[src/rtl/nvdla_csb2apb.sv]
// nvdla_csb2apb: CSB-to-APB3 master bridge.
// Accepts one CSB register request at a time, runs it as an APB3 transfer and
// returns read data / non-posted write completions on the CSB response channel.
// An ACCESS-phase timeout keeps a hung slave from locking up the CSB.
//
// Ports:
//   pclk, prstn                  clock, asynchronous active-low reset
//   csb2apb_valid/ready          request handshake (ready only in IDLE)
//   csb2apb_addr/wdat/write/nposted  request payload (word address)
//   apb2csb_valid/data           read response pulse and data
//   apb2csb_wr_complete          non-posted write completion pulse
//   apb2csb_error                error qualifier for either pulse
//   psel/penable/pwrite/paddr/pwdata  APB3 master outputs
//   prdata/pready/pslverr        APB3 slave inputs
module nvdla_csb2apb #(
  parameter logic [31:0] APB_BASE       = 32'h0000_0000,
  parameter int          TIMEOUT_CYCLES = 256
) (
  input  logic        pclk,
  input  logic        prstn,
  input  logic        csb2apb_valid,
  output logic        csb2apb_ready,
  input  logic [15:0] csb2apb_addr,
  input  logic [31:0] csb2apb_wdat,
  input  logic        csb2apb_write,
  input  logic        csb2apb_nposted,
  output logic        apb2csb_valid,
  output logic [31:0] apb2csb_data,
  output logic        apb2csb_wr_complete,
  output logic        apb2csb_error,
  output logic        psel,
  output logic        penable,
  output logic        pwrite,
  output logic [31:0] paddr,
  output logic [31:0] pwdata,
  input  logic [31:0] prdata,
  input  logic        pready,
  input  logic        pslverr
);

  // A disabled timeout still needs a legal (1-bit) counter.
  localparam int               CNT_W    = (TIMEOUT_CYCLES > 0) ? $clog2(TIMEOUT_CYCLES + 1) : 1;
  localparam bit               TO_EN    = (TIMEOUT_CYCLES > 0);
  localparam logic [CNT_W-1:0] CNT_LAST = TO_EN ? CNT_W'(TIMEOUT_CYCLES - 1) : '0;

  typedef enum logic [1:0] {IDLE, SETUP, ACCESS} state_t;

  state_t           state, state_nxt;
  logic [15:0]      addr_q;
  logic [31:0]      wdat_q;
  logic             write_q;
  logic             nposted_q;
  logic [CNT_W-1:0] cnt;
  logic             done;
  logic             timeout;

  always_ff @(posedge pclk or negedge prstn) begin
    if (!prstn) state <= IDLE;
    else        state <= state_nxt;
  end

  // psel/penable/ready decode from state alone so an async reset drops them at once.
  always_comb begin
    state_nxt     = state;
    csb2apb_ready = 1'b0;
    psel          = 1'b0;
    penable       = 1'b0;
    done          = 1'b0;
    timeout       = 1'b0;
    case (state)
      IDLE: begin
        csb2apb_ready = 1'b1;
        if (csb2apb_valid) state_nxt = SETUP;
      end
      SETUP: begin
        psel      = 1'b1;
        state_nxt = ACCESS;
      end
      ACCESS: begin
        psel    = 1'b1;
        penable = 1'b1;
        // pready takes priority over a timeout expiring in the same cycle.
        if (pready) begin
          done = 1'b1;
        end else if (TO_EN && (cnt == CNT_LAST)) begin
          done    = 1'b1;
          timeout = 1'b1;
        end
        if (done) state_nxt = IDLE;
      end
      default: state_nxt = IDLE;
    endcase
  end

  // Request holding registers; they also drive the APB address/data so those
  // stay put through the transfer and in IDLE.
  always_ff @(posedge pclk or negedge prstn) begin
    if (!prstn) begin
      addr_q    <= '0;
      wdat_q    <= '0;
      write_q   <= 1'b0;
      nposted_q <= 1'b0;
    end else if (state == IDLE && csb2apb_valid) begin
      addr_q    <= csb2apb_addr;
      wdat_q    <= csb2apb_wdat;
      write_q   <= csb2apb_write;
      nposted_q <= csb2apb_nposted;
    end
  end

  assign paddr  = APB_BASE | {14'b0, addr_q, 2'b00};
  assign pwdata = wdat_q;
  assign pwrite = write_q;

  // Wait-state counter: counts stalled ACCESS cycles, saturates, clears otherwise.
  always_ff @(posedge pclk or negedge prstn) begin
    if (!prstn) begin
      cnt <= '0;
    end else if (state == ACCESS && !done) begin
      if (cnt != '1) cnt <= cnt + 1'b1;
    end else begin
      cnt <= '0;
    end
  end

  // Registered single-cycle response; posted writes never respond.
  always_ff @(posedge pclk or negedge prstn) begin
    if (!prstn) begin
      apb2csb_valid       <= 1'b0;
      apb2csb_wr_complete <= 1'b0;
      apb2csb_error       <= 1'b0;
      apb2csb_data        <= '0;
    end else begin
      apb2csb_valid       <= done && !write_q;
      apb2csb_wr_complete <= done && write_q && nposted_q;
      apb2csb_error       <= done && (!write_q || nposted_q) && (timeout || pslverr);
      if (done && !write_q) apb2csb_data <= timeout ? 32'h0 : prdata;
    end
  end

endmodule

[config.mk]
export PLATFORM = sky130hd
export DESIGN_NAME = nvdla_csb2apb
export DESIGN_NICKNAME = d
export VERILOG_FILES = /design/src/rtl/nvdla_csb2apb.sv
export SDC_FILE = /design/constraint.sdc
export NUM_CORES = 1
export LEC_CHECK = 0
export CORE_UTILIZATION = 37
export CTS_CLUSTER_SIZE = 12
export DETAILED_ROUTE_END_ITERATION = 8
export PLACE_DENSITY = 0.77
export SETUP_SLACK_MARGIN = 0.02
export SKIP_LAST_GASP = 1
export SLEW_MARGIN = 20
export SYNTH_ARGS = -nofsm -noshare
export SYNTH_HDL_FRONTEND = slang
export SYNTH_SLANG_ARGS = --single-unit
[constraint.sdc]
create_clock -name pclk -period 1.7 [get_ports pclk]
set_input_delay 0.34 -clock pclk [delete_from_list [all_inputs] [get_ports pclk]]
set_output_delay 0.34 -clock pclk [all_outputs]
set_load 0.1 [all_outputs]
# --- After elaboration in Yosys (flattened, before gate mapping) ---
# Index checks and enable logic that the tools add are counted.
op_classes:
  mux: 15
  n_addsub: 1
  n_eq_ne: 7
  reduce_logical: 14
op_table:
  columns: ["cell", "count"]
  rows:
  - ["32-bit two-way mux", 1]
  - ["9-bit two-way mux", 2]
  - ["9-bit by 1-bit adder with 9-bit output (second input constant)", 1]
  - ["9-bit by 8-bit equality test with 1-bit output (second input constant)", 1]
  - ["1-bit two-way mux", 9]
  - ["9-bit != test (second input constant)", 1]
  - ["1-bit logical AND", 7]
  - ["2-bit one-hot mux with 3 select lines", 1]
  - ["2-bit two-way mux", 2]
  - ["2-bit != test (second input constant)", 2]
  - ["2-bit by 1-bit equality test with 1-bit output (second input constant)", 1]
  - ["2-bit equality test (second input constant)", 1]
  - ["1-bit zero test", 2]
  - ["2-bit zero test", 1]
  - ["1-bit logical OR", 2]
  - ["2-bit by 1-bit != test with 1-bit output (second input constant)", 1]
  - ["2-bit AND reduction", 1]
  - ["2-bit OR reduction", 1]
word_totals:
  input_bits: 87
  regBits: 96
  wordCells: 47
  out_inout_bits: 103

# --- Depth between registers and ports, before layout ---
logic_depth:
  ltp_word: 8
  ltp_mapped: 8
  ltp_nobuf: 7

# --- Worst setup path before layout ---
# OpenSTA, ideal clock, no wires.
synth_path:
  path_kind: "reg-to-reg"
  startpoint: "reg state[0]"
  endpoint: "reg state[0]"
  synth_period_minus_slack_ns: 2.215
  n_path_buf: 1
  setup_slack_ns: -0.515
  t_required_ns: 1.580
  path_stages_with_launch: 7
  setup_ns: 0.120
  t_arrival_ns: 2.095
  cell_sequence: "dfrtp_1 -> inv_1 -> ha_1 -> or3b_1 -> clkbuf_1 -> a21oi_1 -> nor2_1"
synth_via:
  elab_chain_cells: 3
  word_cells_on_any_way: 7
  classes_between: "eq/ne: 4; mux: 1; reduce/logical: 2"
synth_rtl:
  columns: ["item", "line_no", "text"]
  rows:
  - ["start: declaration", "48", "state_t state, state_nxt;"]
  - ["start signal: assignment", "59", "else state <= state_nxt;"]
  - ["2-bit equality test or 2-bit zero test (tied branches)", "70", "case (state)"]
  - ["2-bit != test (no line)", null, null]
  - ["2-bit AND reduction (no line)", null, null]
# Parallel ways exist; a longest one is shown, timed or not.
# A chain may end at the register's enable or synchronous reset.

# --- Worst setup path in the final report ---
layout_path:
  startpoint: "reg cnt[1]"
  endpoint: "reg apb2csb_data[7]"
layout_via:
  elab_chain_cells: 6
  word_cells_on_any_way: 9
  classes_between: "eq/ne: 1; mux: 7; reduce/logical: 1"
layout_rtl:
  columns: ["item", "line_no", "text"]
  rows:
  - ["start: declaration", "53", "logic [CNT_W-1:0] cnt;"]
  - ["start signal: assignment", "120", "if (cnt != '1) cnt <= cnt + 1'b1;"]
  - ["9-bit by 8-bit equality test with 1-bit output *", "85", "end else if (TO_EN && (cnt == CNT_LAST)) begin"]
  - ["1-bit two-way mux *", "85", null]
  - ["1-bit two-way mux", "83", "if (pready) begin"]
  - ["1-bit two-way mux (2 in series)", "70", null]
  - ["1-bit logical AND", "137", "if (done && !write_q) apb2csb_data <= timeout ? 32'h0 : prdata;"]
  - ["end signal: assignment", "137", null]
  - ["end: declaration", "28", "output logic [31:0] apb2csb_data,"]
# Every way passes the cells marked *; elsewhere a longest branch is shown, timed or not. The select of a mux whose other input is x is not followed.

==> out/summary.txt <==
WL met1: 4.524 mm
Final worst slack: -0.05990 ns
Top sig layer: met4
Vias in the first global route: 3476
Register area share after synthesis: 60.19%
Crit Path Category: flip-flop to flip-flop
Starting DRT DRC Count: 126
Unique masters post-synth: 30
Num rows: 37
First-pass GRT wire length: 17.56 mm
Final wirelength: 11.95 mm
Required time of the critical path: 1.94 ns
Fin crit share: 103.5%
Initial antenna violation count: 0
Wirelength per Cell: 17.44 um
I/O Buffers: 173
Layout cells sized above 1: 43.17%
Layout Area Growth over Synthesis: 88.75%
CTS tree: done
Largest net degree at the start of global routing: 45
Final core occ: 72.65%
Initial core utilization: 38.49%
Syn. warnings: 0
Min Tclk post-route: 1.760 ns
Hold crit path type: input port to asynchronous set/reset pin
Worst path bufs/invs: 3
Kind of cell adding the most delay to the critical path: buffers and inverters
Post-DR vias/cell: 4.936
Worst path most repeated cell: ha_4
Clk slew on worst S/H paths: 0.10 ns
Final-stage net count: 637
TritonCTS Buffers: 9
Final GP Congestion: 0.7587
Clk_lat worst skew: 0.35 ns
Remaining DRCs: 0
Die X: 105.9 um
H-tree Lvls: 3
DR WL met2: 6.487 mm
Final Hold Fails: 0
Die height: 105.9 um
GRT Resource Usage Total: 19.98%
Max Clk Rate: 0.5682 GHz
CTS Sinks: 96
Critical-path top delay cell: dfrtp_1
Yosys top cell by area: dfrtp_1
Number of max-cap violations: 0
Synth Flop Type: dfrtp_1
Crit end category: flip-flop
Post-Syn Instances: 337
DP HPWL: 8.294 mm
Post-Synthesis Cell Area: 0.003991 sq mm
CP arrival: 2.00 ns
CTS root buffer: clkbuf_8
Drt pass-1 iters: 4
Slew Limit Fails: 0
FF+latch count, synth: 96
CORE AREA: 0.01037 sq mm
Largest cells by area after synthesis: dfrtp_1, mux2_2, o21ai_0
Metal3 WL: 722 um
Crit-path max cell delay: 0.41 ns
Filler cells: 692
Syn_area_per_cell: 11.84 sq um
Ys async rst share: 100.0%
Clk buf depth: 2
Synth top area share: 60.19%
RSZ-0062 raised after global routing: yes
Clock Skew: 0.01723 ns
Global route total overflow: 0
CP max FO: 8
Failing checks: negative setup slack
Post-synth EDFFs: 0
Most frequent cell after synthesis: dfrtp_1
Die ar.: 0.01121 sq mm
Total number of vias: 3381
Status: complete, but fails checks
Top-Level Pins: 190
Final Setup Violations: 27
# diodes: 0
Antenna viol nets, final: 0
Startpoint Class: flip-flop
Top cells by count, synth: dfrtp_1, o21ai_0, mux2_2, nand2_1, buf_4
Cell breakdown of the critical path: ha_4, nand3_4, nor2_4, ha_4, buf_12, nand3b_1, buf_6, clkbuf_16, nand2_1, o21ai_1
## timing repair
action                                  CTS  global route
endpoints found under the hold margin    29             0
hold buffers                              1             0
resized for setup                        11            54
endpoints found under the setup margin   43            45
gates cloned                              2             8
pin swaps                                 4            10
setup buffers                             2             6
## metrics by stage
step / TNS (ns) / hold WS, ns / worst slack [ns] / instances / instance area (sq um)
CTS: -0.08963 / 0.4527 / -0.01392 / 671 / 7193
finish: -0.7841 / 0.4536 / -0.05990 / 685 / 7533
global placement: -0.5683 / 0.2847 / -0.06017 / 650 / 6932
global route: -3.208 / 0.4635 / -0.1302 / 685 / 7533
floorplan: -0.1511 / 0.04441 / -0.08107 / 352 / 4153
detailed placement: -2.788 / 0.2902 / -0.1483 / 650 / 6932
## routing by layer
metal  vias to the layer above  global-route usage (%)
met2                       145                   36.65
met5                         -                       0
met1                      1680                   23.19
li1                       1538                       -
met4                         0                   4.762
met3                        18                   5.071
## kinds of logic (layout without fill, tap and decap cells)
logic type	count (synthesis)	in the layout	share of synthesized area (%)
buffers and inverters	43	235	5.831
other	1	16	0.09395
DFF	96	96	60.19
muxes	52	52	14.64
and+or+nand+nor	59	63	6.803
AOI/OAI and AO/OA	77	78	9.906
adders and majority gates	6	6	1.881
xor gates and xnor gates	3	3	0.6584
## worst paths after layout
kind	start	to	slack, ns	depth (start not counted)
min in group pclk	prdata[30]	apb2csb_data[30]	0.52	3
min reg2reg	nposted_q	nposted_q	0.56	1
min	prstn	pwdata[18]	0.45	2
max	cnt[1]	apb2csb_data[7]	-0.06	10
max in group asynchronous	prstn	cnt[2]	0.59	3
max reg2reg	cnt[1]	apb2csb_data[7]	-0.06	10
## cell type report
type                    count  area [sq um]  share of cell area, %
clock buffers              10         127.6                  1.694
clock inverters             6         73.82                 0.9799
inverters                   8         30.03                 0.3986
multi-input cells         218          1694                  22.49
flip-flops and latches     96          2404                  31.91
well taps                 136         170.2                  2.259
repair buffers            211          3034                  40.28
## sequential cells by signal, indices dropped and copies added (netlist names)
name                 cells
pwdata                  32
apb2csb_data            32
apb2csb_wr_complete      1
pwrite                   1
apb2csb_error            1
cnt                      9
nposted_q                1
apb2csb_valid            1
state                    2
addr_q                  16
## cells in the final DEF, fill, tap and decap left out, drive strengths merged
cell type | netlist | routed
mux2i | 1 | 1
xor2 | 3 | 3
nor3b | 1 | 1
bufinv | 0 | 1
nand3b | 2 | 2
o31ai | 1 | 1
dlygate4sd3 | 0 | 1
clkinvlp | 0 | 2
o21ai | 68 | 69
or2 | 1 | 5
inv | 8 | 11
a21oi | 7 | 7
nand4b | 1 | 1
ha | 6 | 6
nor2 | 10 | 10
conb | 1 | 16
clkbuf | 12 | 13
or3 | 3 | 3
a221oi | 1 | 1
buf | 23 | 122
mux2 | 51 | 51
nand4 | 1 | 1
clkdlybuf4s50 | 0 | 85
or4 | 1 | 1
or3b | 1 | 1
dfrtp | 96 | 96
nand3 | 2 | 2
nand2 | 35 | 35
nand2b | 1 | 1
Power is left out: the tool's default activity adds up to more than one toggle a clock period on the data nets, which glitch-free logic cannot reach.
